==> src/rtl/irrig_pkg.sv <==
// Shared types and constants for the irrigation actuator sequencer.
package irrig_pkg;

  localparam int STATE_W = 3;

  // Watering FSM codes; they also appear on the debug state port.
  typedef enum logic [STATE_W-1:0] {
    ST_IDLE     = 3'd0,
    ST_SPRINKLE = 3'd1,
    ST_DRIP     = 3'd2,
    ST_DEAD     = 3'd3,
    ST_FAULT    = 3'd4
  } state_t;

  // Largest of three timing constants, used to size the shared run counter.
  function automatic int max3(input int a, input int b, input int c);
    int m;
    m = (a > b) ? a : b;
    return (m > c) ? m : c;
  endfunction

endpackage

==> src/rtl/irrig_tick_gen.sv <==
// Timebase: free-running divider producing a one-cycle tick every TICK_DIV clocks.
module irrig_tick_gen #(
  parameter int TICK_DIV = 50_000_000
) (
  input  logic clk,
  input  logic rst_n,
  output logic tick
);

  localparam int CNT_W = (TICK_DIV > 1) ? $clog2(TICK_DIV) : 1;
  localparam logic [CNT_W-1:0] C_LAST = CNT_W'(TICK_DIV - 1);

  logic [CNT_W-1:0] r_tick_cnt;
  logic             w_wrap;

  assign w_wrap = (r_tick_cnt == C_LAST);
  assign tick   = w_wrap;

  // Count 0..TICK_DIV-1 and wrap; the wrap cycle is the tick.
  always_ff @(posedge clk or negedge rst_n) begin
    if (!rst_n) begin
      r_tick_cnt <= '0;
    end else if (w_wrap) begin
      r_tick_cnt <= '0;
    end else begin
      r_tick_cnt <= r_tick_cnt + 1'b1;
    end
  end

endmodule

==> src/rtl/irrigation_sequencer.sv <==
// Timed actuator stage: turns raw irrigation requests into safe actuator drives
// with minimum run times, a dead band between watering modes, alarm blinking
// and a latched fault that needs an operator acknowledge.
module irrigation_sequencer
  import irrig_pkg::*;
#(
  parameter int TICK_DIV = 50_000_000,
  parameter int MIN_ON   = 5,
  parameter int DEAD_T   = 2,
  parameter int BLINK_T  = 1
) (
  input  logic               clk,
  input  logic               rst_n,
  input  logic               ve_req,
  input  logic               bs_req,
  input  logic               vs_req,
  input  logic               al_req,
  input  logic               err_req,
  input  logic               ack,
  output logic               ve_out,
  output logic               bs_out,
  output logic               vs_out,
  output logic               al_led,
  output logic               err_led,
  output logic [STATE_W-1:0] state
);

  // One counter width serves the mode timer, the inlet timer and the blink
  // divider; saturating at all-ones keeps every ">= limit" test valid.
  localparam int RUN_MAX = max3(MIN_ON, DEAD_T, BLINK_T);
  localparam int RUN_W   = $clog2(RUN_MAX + 1);

  localparam logic [RUN_W-1:0] C_MIN_ON     = RUN_W'(MIN_ON);
  localparam logic [RUN_W-1:0] C_DEAD_T     = RUN_W'(DEAD_T);
  localparam logic [RUN_W-1:0] C_BLINK_LAST = RUN_W'(BLINK_T - 1);
  localparam logic [RUN_W-1:0] C_RUN_SAT    = {RUN_W{1'b1}};

  // ---------------------------------------------------------------------------
  // Input capture: bit order {ack, err, al, vs, bs, ve}
  // ---------------------------------------------------------------------------
  logic [5:0] r_sync1;
  logic [5:0] r_sync2;
  logic       r_ack_d;

  logic w_ve;
  logic w_bs;
  logic w_vs;
  logic w_al;
  logic w_err;
  logic w_ack;
  logic w_ack_p;
  logic w_tick;

  // Two-stage synchronizer for all asynchronous inputs, plus ack history for edge detect.
  always_ff @(posedge clk or negedge rst_n) begin
    if (!rst_n) begin
      r_sync1 <= '0;
      r_sync2 <= '0;
      r_ack_d <= 1'b0;
    end else begin
      r_sync1 <= {ack, err_req, al_req, vs_req, bs_req, ve_req};
      r_sync2 <= r_sync1;
      r_ack_d <= r_sync2[5];
    end
  end

  assign w_ve    = r_sync2[0];
  assign w_bs    = r_sync2[1];
  assign w_vs    = r_sync2[2];
  assign w_al    = r_sync2[3];
  assign w_err   = r_sync2[4];
  assign w_ack   = r_sync2[5];
  assign w_ack_p = w_ack & ~r_ack_d;

  irrig_tick_gen #(
    .TICK_DIV(TICK_DIV)
  ) u_tick_gen (
    .clk  (clk),
    .rst_n(rst_n),
    .tick (w_tick)
  );

  // ---------------------------------------------------------------------------
  // Watering FSM
  // ---------------------------------------------------------------------------
  state_t           r_state;
  state_t           w_state_next;
  logic [RUN_W-1:0] r_run_cnt;
  logic             r_bs_out;
  logic             r_vs_out;
  logic             r_err_led;

  // Next-state rules; an error wins over everything except an already latched fault.
  always_comb begin
    w_state_next = ST_IDLE;
    case (r_state)
      ST_IDLE: begin
        if (w_err)     w_state_next = ST_FAULT;
        else if (w_bs) w_state_next = ST_SPRINKLE;
        else if (w_vs) w_state_next = ST_DRIP;
        else           w_state_next = ST_IDLE;
      end
      ST_SPRINKLE: begin
        if (w_err)                               w_state_next = ST_FAULT;
        else if (r_run_cnt >= C_MIN_ON && !w_bs) w_state_next = ST_DEAD;
        else                                     w_state_next = ST_SPRINKLE;
      end
      ST_DRIP: begin
        if (w_err)                               w_state_next = ST_FAULT;
        else if (r_run_cnt >= C_MIN_ON && !w_vs) w_state_next = ST_DEAD;
        else                                     w_state_next = ST_DRIP;
      end
      ST_DEAD: begin
        if (w_err)                      w_state_next = ST_FAULT;
        else if (r_run_cnt >= C_DEAD_T) w_state_next = ST_IDLE;
        else                            w_state_next = ST_DEAD;
      end
      ST_FAULT: begin
        if (w_ack_p && !w_err) w_state_next = ST_DEAD;
        else                   w_state_next = ST_FAULT;
      end
      default: w_state_next = ST_IDLE;
    endcase
  end

  // State register, mode timer and Moore decode of the next state into the drives.
  always_ff @(posedge clk or negedge rst_n) begin
    if (!rst_n) begin
      r_state   <= ST_IDLE;
      r_run_cnt <= '0;
      r_bs_out  <= 1'b0;
      r_vs_out  <= 1'b0;
      r_err_led <= 1'b0;
    end else begin
      r_state <= w_state_next;
      if (w_state_next != r_state) begin
        r_run_cnt <= '0;
      end else if (w_tick && r_run_cnt != C_RUN_SAT) begin
        r_run_cnt <= r_run_cnt + 1'b1;
      end
      r_bs_out  <= (w_state_next == ST_SPRINKLE);
      r_vs_out  <= (w_state_next == ST_DRIP);
      r_err_led <= (w_state_next == ST_FAULT);
    end
  end

  // ---------------------------------------------------------------------------
  // Inlet valve timer
  // ---------------------------------------------------------------------------
  logic             r_ve_out;
  logic [RUN_W-1:0] r_ve_cnt;

  // Inlet valve holds for MIN_ON ticks after it opens; a fault shuts it at once.
  always_ff @(posedge clk or negedge rst_n) begin
    if (!rst_n) begin
      r_ve_out <= 1'b0;
      r_ve_cnt <= '0;
    end else if (w_state_next == ST_FAULT) begin
      r_ve_out <= 1'b0;
      r_ve_cnt <= '0;
    end else if (!r_ve_out) begin
      if (w_ve) begin
        r_ve_out <= 1'b1;
        r_ve_cnt <= '0;
      end
    end else if (!w_ve && r_ve_cnt >= C_MIN_ON) begin
      r_ve_out <= 1'b0;
    end else if (w_tick && r_ve_cnt != C_RUN_SAT) begin
      r_ve_cnt <= r_ve_cnt + 1'b1;
    end
  end

  // ---------------------------------------------------------------------------
  // Alarm indicator
  // ---------------------------------------------------------------------------
  logic             r_al_led;
  logic             r_al_act;
  logic [RUN_W-1:0] r_blink_cnt;

  // Solid in fault; otherwise blink while al is held, lighting on the first cycle it is seen.
  always_ff @(posedge clk or negedge rst_n) begin
    if (!rst_n) begin
      r_al_led    <= 1'b0;
      r_al_act    <= 1'b0;
      r_blink_cnt <= '0;
    end else if (w_state_next == ST_FAULT) begin
      r_al_led    <= 1'b1;
      r_al_act    <= 1'b0;
      r_blink_cnt <= '0;
    end else if (!w_al) begin
      r_al_led    <= 1'b0;
      r_al_act    <= 1'b0;
      r_blink_cnt <= '0;
    end else if (!r_al_act) begin
      r_al_led    <= 1'b1;
      r_al_act    <= 1'b1;
      r_blink_cnt <= '0;
    end else if (w_tick) begin
      if (r_blink_cnt >= C_BLINK_LAST) begin
        r_al_led    <= ~r_al_led;
        r_blink_cnt <= '0;
      end else begin
        r_blink_cnt <= r_blink_cnt + 1'b1;
      end
    end
  end

  assign ve_out  = r_ve_out;
  assign bs_out  = r_bs_out;
  assign vs_out  = r_vs_out;
  assign al_led  = r_al_led;
  assign err_led = r_err_led;
  assign state   = r_state;

endmodule

==> config.mk <==
export PLATFORM = sky130hd
export DESIGN_NAME = irrigation_sequencer
export DESIGN_NICKNAME = d
export VERILOG_FILES = /design/src/rtl/irrig_pkg.sv /design/src/rtl/irrig_tick_gen.sv /design/src/rtl/irrigation_sequencer.sv
export SDC_FILE = /design/constraint.sdc
export NUM_CORES = 1
export LEC_CHECK = 0
export ABC_AREA = 1
export CAP_MARGIN = 20
export CORE_UTILIZATION = 45
export DETAILED_ROUTE_END_ITERATION = 6
export PLACE_DENSITY = 0.6
export SLEW_MARGIN = 10
export SYNTH_ARGS = -nofsm -noshare
export SYNTH_HDL_FRONTEND = slang
export SYNTH_SLANG_ARGS = --single-unit
==> constraint.sdc <==
create_clock -name clk -period 4.2 [get_ports clk]
set_input_delay 0.42 -clock clk [delete_from_list [all_inputs] [get_ports clk]]
set_output_delay 0.42 -clock clk [all_outputs]
set_load 0.05 [all_outputs]
# Word level (Yosys, flattened, before mapping)
# Cells that the tools add are included.
# word_totals
register_bits,57
input_bits,8
out_inout_bits,8
# op_classes
add_sub_neg,4
order_cmp,4
eq_ne,15
muxes,35
bitwise,3
reduce_logical,15
# op_table
operator,count
3-bit 2-to-1 mux,17
26-bit by 1-bit adder with 26-bit output (second input constant),1
26-bit equality test (second input constant),1
26-bit 2-to-1 mux,1
3-bit case mux with 5 select lines,1
1-bit 2-to-1 mux,12
3-bit by 1-bit adder with 3-bit output (second input constant),3
3-bit by 2-bit equality test with 1-bit output (second input constant),3
3-bit != test (second input constant),3
2-bit 2-to-1 mux,4
3-bit by 1-bit equality test with 1-bit output (second input constant),2
3-bit equality test (second input constant),2
3-bit >= comparator (second input constant),2
1-bit logical AND,6
1-bit zero test,4
4-bit by 2-bit != test with 1-bit output (second input constant),1
4-bit by 3-bit != test with 1-bit output (second input constant),1
3-bit by 1-bit >= comparator with 1-bit output (second input constant),1
3-bit by 2-bit >= comparator with 1-bit output (second input constant),1
3-bit zero test,1
3-bit by 1-bit != test with 1-bit output (second input constant),1
3-bit != test,1
3-bit AND reduction,1
3-bit nonzero test,1
4 further kinds,5

# Depth between registers and ports, before layout
# Gate-level depths: netlist (run 1).
# depth
ltp_word,8
depth_mapped,12
mapped_depth_nobuf,12

# By module
# A second synthesis (run 1) with hierarchy kept.
# hier_totals
hier_cells,339
area_unflattened_um2,2771.4
# modules_own_cells
mod,n_inst,cells_per_inst,area_per_inst_um2
irrig_tick_gen,1,214,1520.2
irrigation_sequencer,1,125,1251.2

# Least setup slack after synthesis (run 1)
# Ideal clock, no wire load.
# synth_timing
kind,register -> register
startpoint,"reg r_state[2], in the netlist state[2]"
endpoint,reg r_run_cnt[0]
arrival_time_ns,1.546
setup_slack_ns,2.539
path_stages_with_launch,10
n_path_buf,0
cell_sequence,dfrtp_1 > inv_1 > nand3_1 > nor2_1 > nor2_1 > nand3_1 > nand2_1 > nand2_1 > nand3_2 > nor2_1
# synth_between
elab_chain_cells,4
word_cells_on_any_way,9
cone_classes,eq/ne: 5; mux: 2; reduce/logical: 2
# synth_rtl
element,line_no,source
"start, declared",irrigation_sequencer.sv:86,state_t r_state;
"start signal, assigned",irrigation_sequencer.sv:135,r_state <= w_state_next;
"3-bit equality test, or another cell as far along",irrigation_sequencer.sv:96,case (r_state)
3-bit case mux with 5 select lines (*),irrigation_sequencer.sv:96,
net w_state_next[1],irrigation_sequencer.sv:87,state_t w_state_next;
3-bit != test (*),irrigation_sequencer.sv:136,if (w_state_next != r_state) begin
3-bit 2-to-1 mux / 2-bit nonzero test (equally long branches),-,
"end signal, assigned",irrigation_sequencer.sv:139,r_run_cnt <= r_run_cnt + 1'b1;
"end, declared",irrigation_sequencer.sv:88,logic [RUN_W-1:0] r_run_cnt;
# The timed path passes the listed nets; every way through them passes the cells marked *.
# A chain may end at the register's enable or synchronous reset.

# Final worst setup path (run 1)
# layout_timing
startpoint,"reg r_state[0], in the netlist state[0]"
endpoint,out state[0]
# layout_rtl
element,line_no,source
"end, declared",irrigation_sequencer.sv:25,output logic [STATE_W-1:0] state
# No word-level cell between the ends.

==> summary.txt, run 1 <==
Clock tree
  • Clock Root Buffer: clkbuf_8
  • Worst skew pair latency: 310 ps
  • Hold Buf Count CTS: 0
  • Worst-path clk slew: 100 ps
  • CTS resizes: 0
  • Buffer depth of the longest clock path: 2
  • TritonCTS clock tree: yes
  • Cts bufs inserted: 5
  • Clock sink total: 54
  • H-tree depth: 2
  • Postcts setup bufs: 0

Pwr
  • Power Density: 380.2 nW/um^2
  • VDD IR max: 0.2515 mV
  • Sw frac: 34.80%
  • Part of the power in registers: 48.6%
  • Lkg Pwr: 1.528 nW
  • Internal: 0.7863 mW
  • Comb pwr share: 25.3%
  • Clk network pwr share: 26.1%
  • P_sw: 0.4196 mW

Synthesis
  • Number of synthesized flops with an enable pin: 0
  • Cell Area, Synth: 2825 um^2
  • Syn Nets: 361
  • Area contributors post-synth: dfrtp_1, nand2_1, nor2_1
  • #FFs+latches synth: 54
  • Average size of a mapped cell: 8.165 um^2
  • Synth warnings: 0
  • Top cell type's share of synthesized area: 47.83%
  • Sequential element share of the synthesized area: 47.83%
  • Primary FF master, synth: dfrtp_1
  • Cell with the most instances after synthesis: nand2_1
  • Post-synth top area cell: dfrtp_1
  • Cells after Synth: 346
  • Yosys cell types: 26
  • Ys async rst share: 100.0%
  • Commonest cells in the netlist: nand2_1, nor2_1, dfrtp_1, inv_1, nand3_1

Floorplanning
  • Starting Density: 47.16%
  • Die Height: 81.24 um
  • Die area: 6599 um^2
  • Core Box Area: 5991 um^2
  • Die X: 81.24 um
  • FP Rows: 28
  • # IOs: 16

Worst setup path
  • Critical path class: reg -> out
  • WP depth: 1
  • CP Capture Type: output pin
  • R2r worst-path depth: 8
  • Critical path arrival: 1620 ps
  • Crit-path max cell delay: 840 ps
  • Startpoint Class: register
  • Largest fanout on the critical path: 7
  • Crit path buf inv count: 1
  • Crit path cell chain: clkdlybuf4s50_1
  • Worst path slowest cell: clkdlybuf4s50_1
  • Top cell family by delay on the critical path: buffers and inverters
  • WP data required: 3780 ps

Routing
  • DRT Pass-1 Iters: 4
  • DR iter-0 viols: 115
  • Vias post-DR: 2199
  • Post-route ant nets: 0
  • Avg WL per Cell: 12.65 um
  • WL final: 5631 um
  • Remaining DRCs: 0
  • Detailed-route vias per instance: 4.942

Placed design
  • IO buf count: 15
  • Post-DP HPWL: 4244 um
  • Place WS: 2436 ps
  • Post-Place Cells: 437
  • Final GP Congestion: 0.9197

Global routing
  • Largest net degree at the start of global routing: 55
  • Initial antenna violation count: 0
  • First-pass GRT wire length: 9591 um
  • All-Layer GR Usage: 19.46%
  • Vias in the first global route: 2041
  • Total grt overflow: 0

Flow run
  • Max-cap violations: 0

Final layout
  • Layout cells sized above 1: 9.730%
  • Final Non-Filler Cells: 445
  • Nets: 384
  • Antenna Diode Count: 0
  • Fillers: 571
  • Multi-input gate area: 1267 um^2
  • Register Area: 1351 um^2
  • Core Util, Final: 52.94%
  • Layout area overhead: 12.27%

STA
  • Final setup vio count: 0
  • RSZ-0062 raised after global routing: no
  • Tmin final: 2035 ps
  • Setup TNS: 0 ps
  • Final setup margin: 2165 ps
  • Max Clk Rate: 491.3 MHz
  • Final Hold Vio Count: 0
  • Least-Margin Pin Slew: 673.9 ps
  • Worst rel slew slack: 55.07%
  • Post-Route Skew: 3.983 ps
  • Fin crit share: 48.46%
  • Final hold slack: 213.1 ps
  • Fin. max-slew vios: 0

Hold path
  • Hold Crit Class: in -> async

Outcome
  • Outcome: finished clean
path summary, 6_finish.rpt:
kind,from,to,slack (ps)
min in group clk,r_sync1[5],r_sync2[5],360
hold reg to reg,r_sync1[5],r_sync2[5],360
hold / removal,rst_n,r_run_cnt[0],210
setup reg to reg,r_ve_cnt[0],r_ve_cnt[0],2410
setup / recovery,state[0],state[0],2160
max in group asynchronous,rst_n,u_tick_gen.r_tick_cnt[9],3530
layout by cell type, fill, tap and decap left out, types with 2 or more instances in the layout:
master            n
inv_1            54
a31oi_1           2
nor3_2            4
xor2_1           12
nor3b_1           2
nor2_4            3
clkdlybuf4s50_1  14
clkbuf_8          6
nand3_1          19
xnor2_1           5
nand3_2           4
ha_1              7
o21ai_0           6
nor2_2            5
nor3_1            4
dfrtp_1          54
clkinv_4          2
a21oi_1          10
nor2_1           59
nand2_2           7
nand2_1          69
nand4_1          13
power by group through the flow:
stage                     combinational (mW)  clock [mW]  sequential, mW
final                                  0.305       0.314           0.586
after global routing                   0.333       0.347           0.593
after CTS                              0.308       0.328           0.586
after detailed placement               0.306           0           0.597
after global placement                 0.311           0           0.596
after floorplan                        0.101           0           0.694
metrics by stage:
stage / power (mW) / cell area, um^2
3_5_place_dp: 0.9028 / 3072
3_3_place_gp: 0.9065 / 3072
6_report: 1.206 / 3172
4_1_cts: 1.222 / 3172
5_1_grt: 1.273 / 3172
2_1_floorplan: 0.7954 / 2825
routing by layer:
metal	vias up	share of wire, %	GRT usage (%)
met3	9	2.9	4.157
met5	-	0	0
met2	35	45	30.25
met1	1022	50	26.77
met4	0	1.8	6.786
li1	1133	-	-
sequential cells by signal (all words and copies together), names as in the netlist:
name and count:
al_led 1, bs_out 1, err_led 1, r_ack_d 1, r_al_act 1, r_run_cnt 3, r_sync1 6, r_sync2 6
r_ve_cnt 3, state 3, u_tick_gen.r_tick_cnt 26, ve_out 1, vs_out 1
worst reg2reg max path, stage by stage, from the launching register on:
cell and delay [ps]:
dfrtp_1 430, ha_1 220, ha_1 170, or2_2 290
a21oi_1 240, nand3_2 140, nand2_1 80, nand2_1 40
nor2_1 120
cell type report:
cell class,count,area share (%)
inverter,55,6.509
tap,75,2.959
multi-input combinational,237,39.96
clock inverter,2,0.5523
sequential,54,42.60
timing repair buffer,16,4.813
clock buffer,6,2.604
cell families (layout without fill, tap and decap cells):
family                     after synthesis  count (layout)  share of synthesized area, %
DFF                                     54              54                         47.83
AOI/OAI and AO/OA                       21              21                         4.075
buffers and inverters                   55              79                         7.307
adders and majority gates                7               7                         3.100
and+or+nand+nor                        192             192                         32.42
xor gates and xnor gates                17              17                         5.270
Note: power is estimated with default switching activity, not from simulation.
==> run 2: changes to the inputs <==
- PLACE_DENSITY: 0.6 -> 0.62
- clock period: 4.2 -> 1.7 ns (I/O delays scaled with it)
==> summary.txt, run 2 (same netlist as run 1, synthesis figures left out) <==
Floorplanning
  • Die Height: 81.24 um (unchanged)
  • FP Rows: 28 (unchanged)
  • Die area: 6599 um^2 (unchanged)
  • # IOs: 16 (unchanged)
  • Die X: 81.24 um (unchanged)
  • Starting Density: 47.16% (unchanged)
  • Core Box Area: 5991 um^2 (unchanged)

Placed design
  • Post-DP HPWL: 4252 um (was 4244 um)
  • Dpl cell area: 3124 um^2 (was 3072 um^2)
  • IO buf count: 15 (unchanged)
  • Final GP Congestion: 0.8835 (was 0.9197)
  • Place WS: -26.75 ps (was 2436 ps)
  • Post-Place Cells: 444 (was 437)

Worst setup path
  • WP data required: 1530 ps (was 3780 ps)
  • Crit path buf inv count: 1 (unchanged)
  • Crit-path max cell delay: 790 ps (was 840 ps)
  • Top cell family by delay on the critical path: buffers and inverters (unchanged)
  • Critical path arrival: 1440 ps (was 1620 ps)
  • Startpoint Class: register (unchanged)
  • CP Capture Type: output pin (unchanged)
  • Largest fanout on the critical path: 1 (was 7)
  • Critical path class: reg -> out (unchanged)
  • Worst path slowest cell: clkdlybuf4s50_1 (unchanged)
  • Crit path cell chain: clkdlybuf4s50_1 (unchanged)

Clock tree
  • TritonCTS clock tree: yes (unchanged)
  • Cts bufs inserted: 5 (unchanged)
  • Clock Root Buffer: clkbuf_8 (unchanged)
  • Clock sink total: 54 (unchanged)
  • Worst-path clk slew: 100 ps (about the same)
  • Buffer depth of the longest clock path: 2 (unchanged)
  • Worst skew pair latency: 310 ps (about the same)
  • H-tree depth: 2 (unchanged)

Final layout
  • Top reg by flops: u_tick_gen.r_tick_cnt (unchanged)
  • Multi-input gate area: 1300 um^2 (was 1267 um^2)
  • Register Area: 1351 um^2 (unchanged)
  • Finished Cell Area: 3288 um^2 (was 3172 um^2)
  • Commonest non-fill, non-tap cell in the layout: nand2_1 (unchanged)
  • Layout area overhead: 16.39% (was 12.27%)
  • Fillers: 560 (was 571)
  • Nets: 392 (was 384)
  • Regs by FF count: u_tick_gen.r_tick_cnt: 26 flops, r_sync1: 6 flops, r_sync2: 6 flops (unchanged)
  • Antenna Diode Count: 0 (unchanged)
  • Layout cells sized above 1: 14.81% (was 9.730%)
  • Final Non-Filler Cells: 453 (was 445)
  • Commonest non-fill, non-tap cells in the layout: nand2_1, nor2_1, dfrtp_1, inv_1, nand3_1 (was nand2_1, nor2_1, inv_1, dfrtp_1, nand3_1)
  • Largest register FFs: 26 (unchanged)

STA
  • Tmin final: 1609 ps
  • Final Hold Vio Count: 0 (unchanged)
  • Max Clk Rate: 621.7 MHz
  • Final hold slack: 282.8 ps (was 213.1 ps)
  • RSZ-0062 raised after global routing: no (unchanged)
  • Least-Margin Pin Slew: 492.5 ps (was 673.9 ps)
  • Fin crit share: 94.62%
  • Fin. max-slew vios: 0 (unchanged)
  • Worst rel slew slack: 67.06% (was 55.07%)
  • Final setup vio count: 0 (unchanged)
  • Final setup margin: 91.41 ps (was 2165 ps)
  • Post-Route Skew: 12.29 ps (was 3.983 ps)

Global routing
  • First-pass GRT wire length: 9763 um (was 9591 um)
  • Vias in the first global route: 2128 (was 2041)
  • Total grt overflow: 0 (unchanged)
  • Initial antenna violation count: 0 (unchanged)
  • All-Layer GR Usage: 19.46% (about the same)
  • Largest net degree at the start of global routing: 55 (unchanged)

Pwr
  • Lkg Pwr: 1.589 nW (was 1.528 nW)
  • Power Density: 954.2 nW/um^2 (was 380.2 nW/um^2)
  • VDD IR max: 0.7666 mV (was 0.2515 mV)
  • Final Power: 3.137 mW (was 1.206 mW)

Routing
  • Detailed-route vias per instance: 4.894 (was 4.942)
  • DRT Pass-1 Iters: 6 (was 4)
  • Avg WL per Cell: 12.31 um (was 12.65 um)
  • Remaining DRCs: 0 (unchanged)
  • Post-route ant nets: 0 (unchanged)
  • Vias post-DR: 2217 (was 2199)
  • DR iter-0 viols: 143 (was 115)
  • WL final: 5578 um (was 5631 um)

Outcome
  • Outcome: finished clean (unchanged)

Hold path
  • Hold Crit Class: in -> reg (was in -> async)

Flow run
  • Max-cap violations: 0 (unchanged)
-- run 2: cell types whose count changed in the layout (fill, tap and decap cells not counted), moves of 2 or more --
cell	delta
clkdlybuf4s50_1	-5
a21oi_1	-2
ha_1	-2
clkinv_4	-2
ha_2	+2
buf_4	+11
-- run 2: layer usage --
metal | wire [um] | part of all wire (%) | vias to the layer above | track usage (%)
met1 | 2865 | 51 | 1028 | 26.75
met2 | 2515 | 45 | 31 | 31.18
met3 | 144 | 2.6 | 8 | 4.607
met4 | 52 | 0.93 | 0 | 4.107
met5 | 0 | 0 | - | 0
li1 | - | - | 1150 | -
-- run 2: stage by stage --
step	setup TNS (ps)	util, %
finish	0	54.89
CTS	0	54.41
global placement	0	52.15
floorplan	0	-
global route	0	54.89
detailed placement	-26.75	52.15
-- run 2: cell type report --
type,count,area share (%)
Tap cell,75,2.854
Inverter,55,6.279
Sequential cell,54,41.10
Multi-Input combinational cell,237,39.54
Clock buffer,6,2.511
Clock inverter,2,1.180
Timing Repair Buffer,24,6.545
-- run 2: path summary, 6_finish.rpt --
path | startpoint | to | slack (ps) | cells past startpoint
setup / recovery | err_led | err_led | 90 | 1
hold / removal | ve_req | r_sync1[0] | 280 | 1
setup reg to reg | r_ve_cnt[1] | r_ve_cnt[1] | 100 | 7
hold reg to reg | r_sync1[2] | r_sync2[2] | 360 | 0
max in group asynchronous | rst_n | u_tick_gen.r_tick_cnt[25] | 1080 | 3
min in group asynchronous | rst_n | u_tick_gen.r_tick_cnt[15] | 380 | 3
-- run 2: what timing repair did --
| item | 4_1_cts | 5_1_grt |
|---|---|---|
| endpoints found under the hold margin | 54 | 0 |
| resized for setup | 1 | 9 |
| buffers inserted | 0 | 0 |
| hold buffers | 1 | 0 |
| endpoints found under the setup margin | 3 | 20 |
| pin swaps | 0 | 2 |
-- run 2: where the power goes --
group          internal (mW)  switching, mW
registers               1.38         0.0779
logic                  0.247          0.526
clock network          0.485          0.427
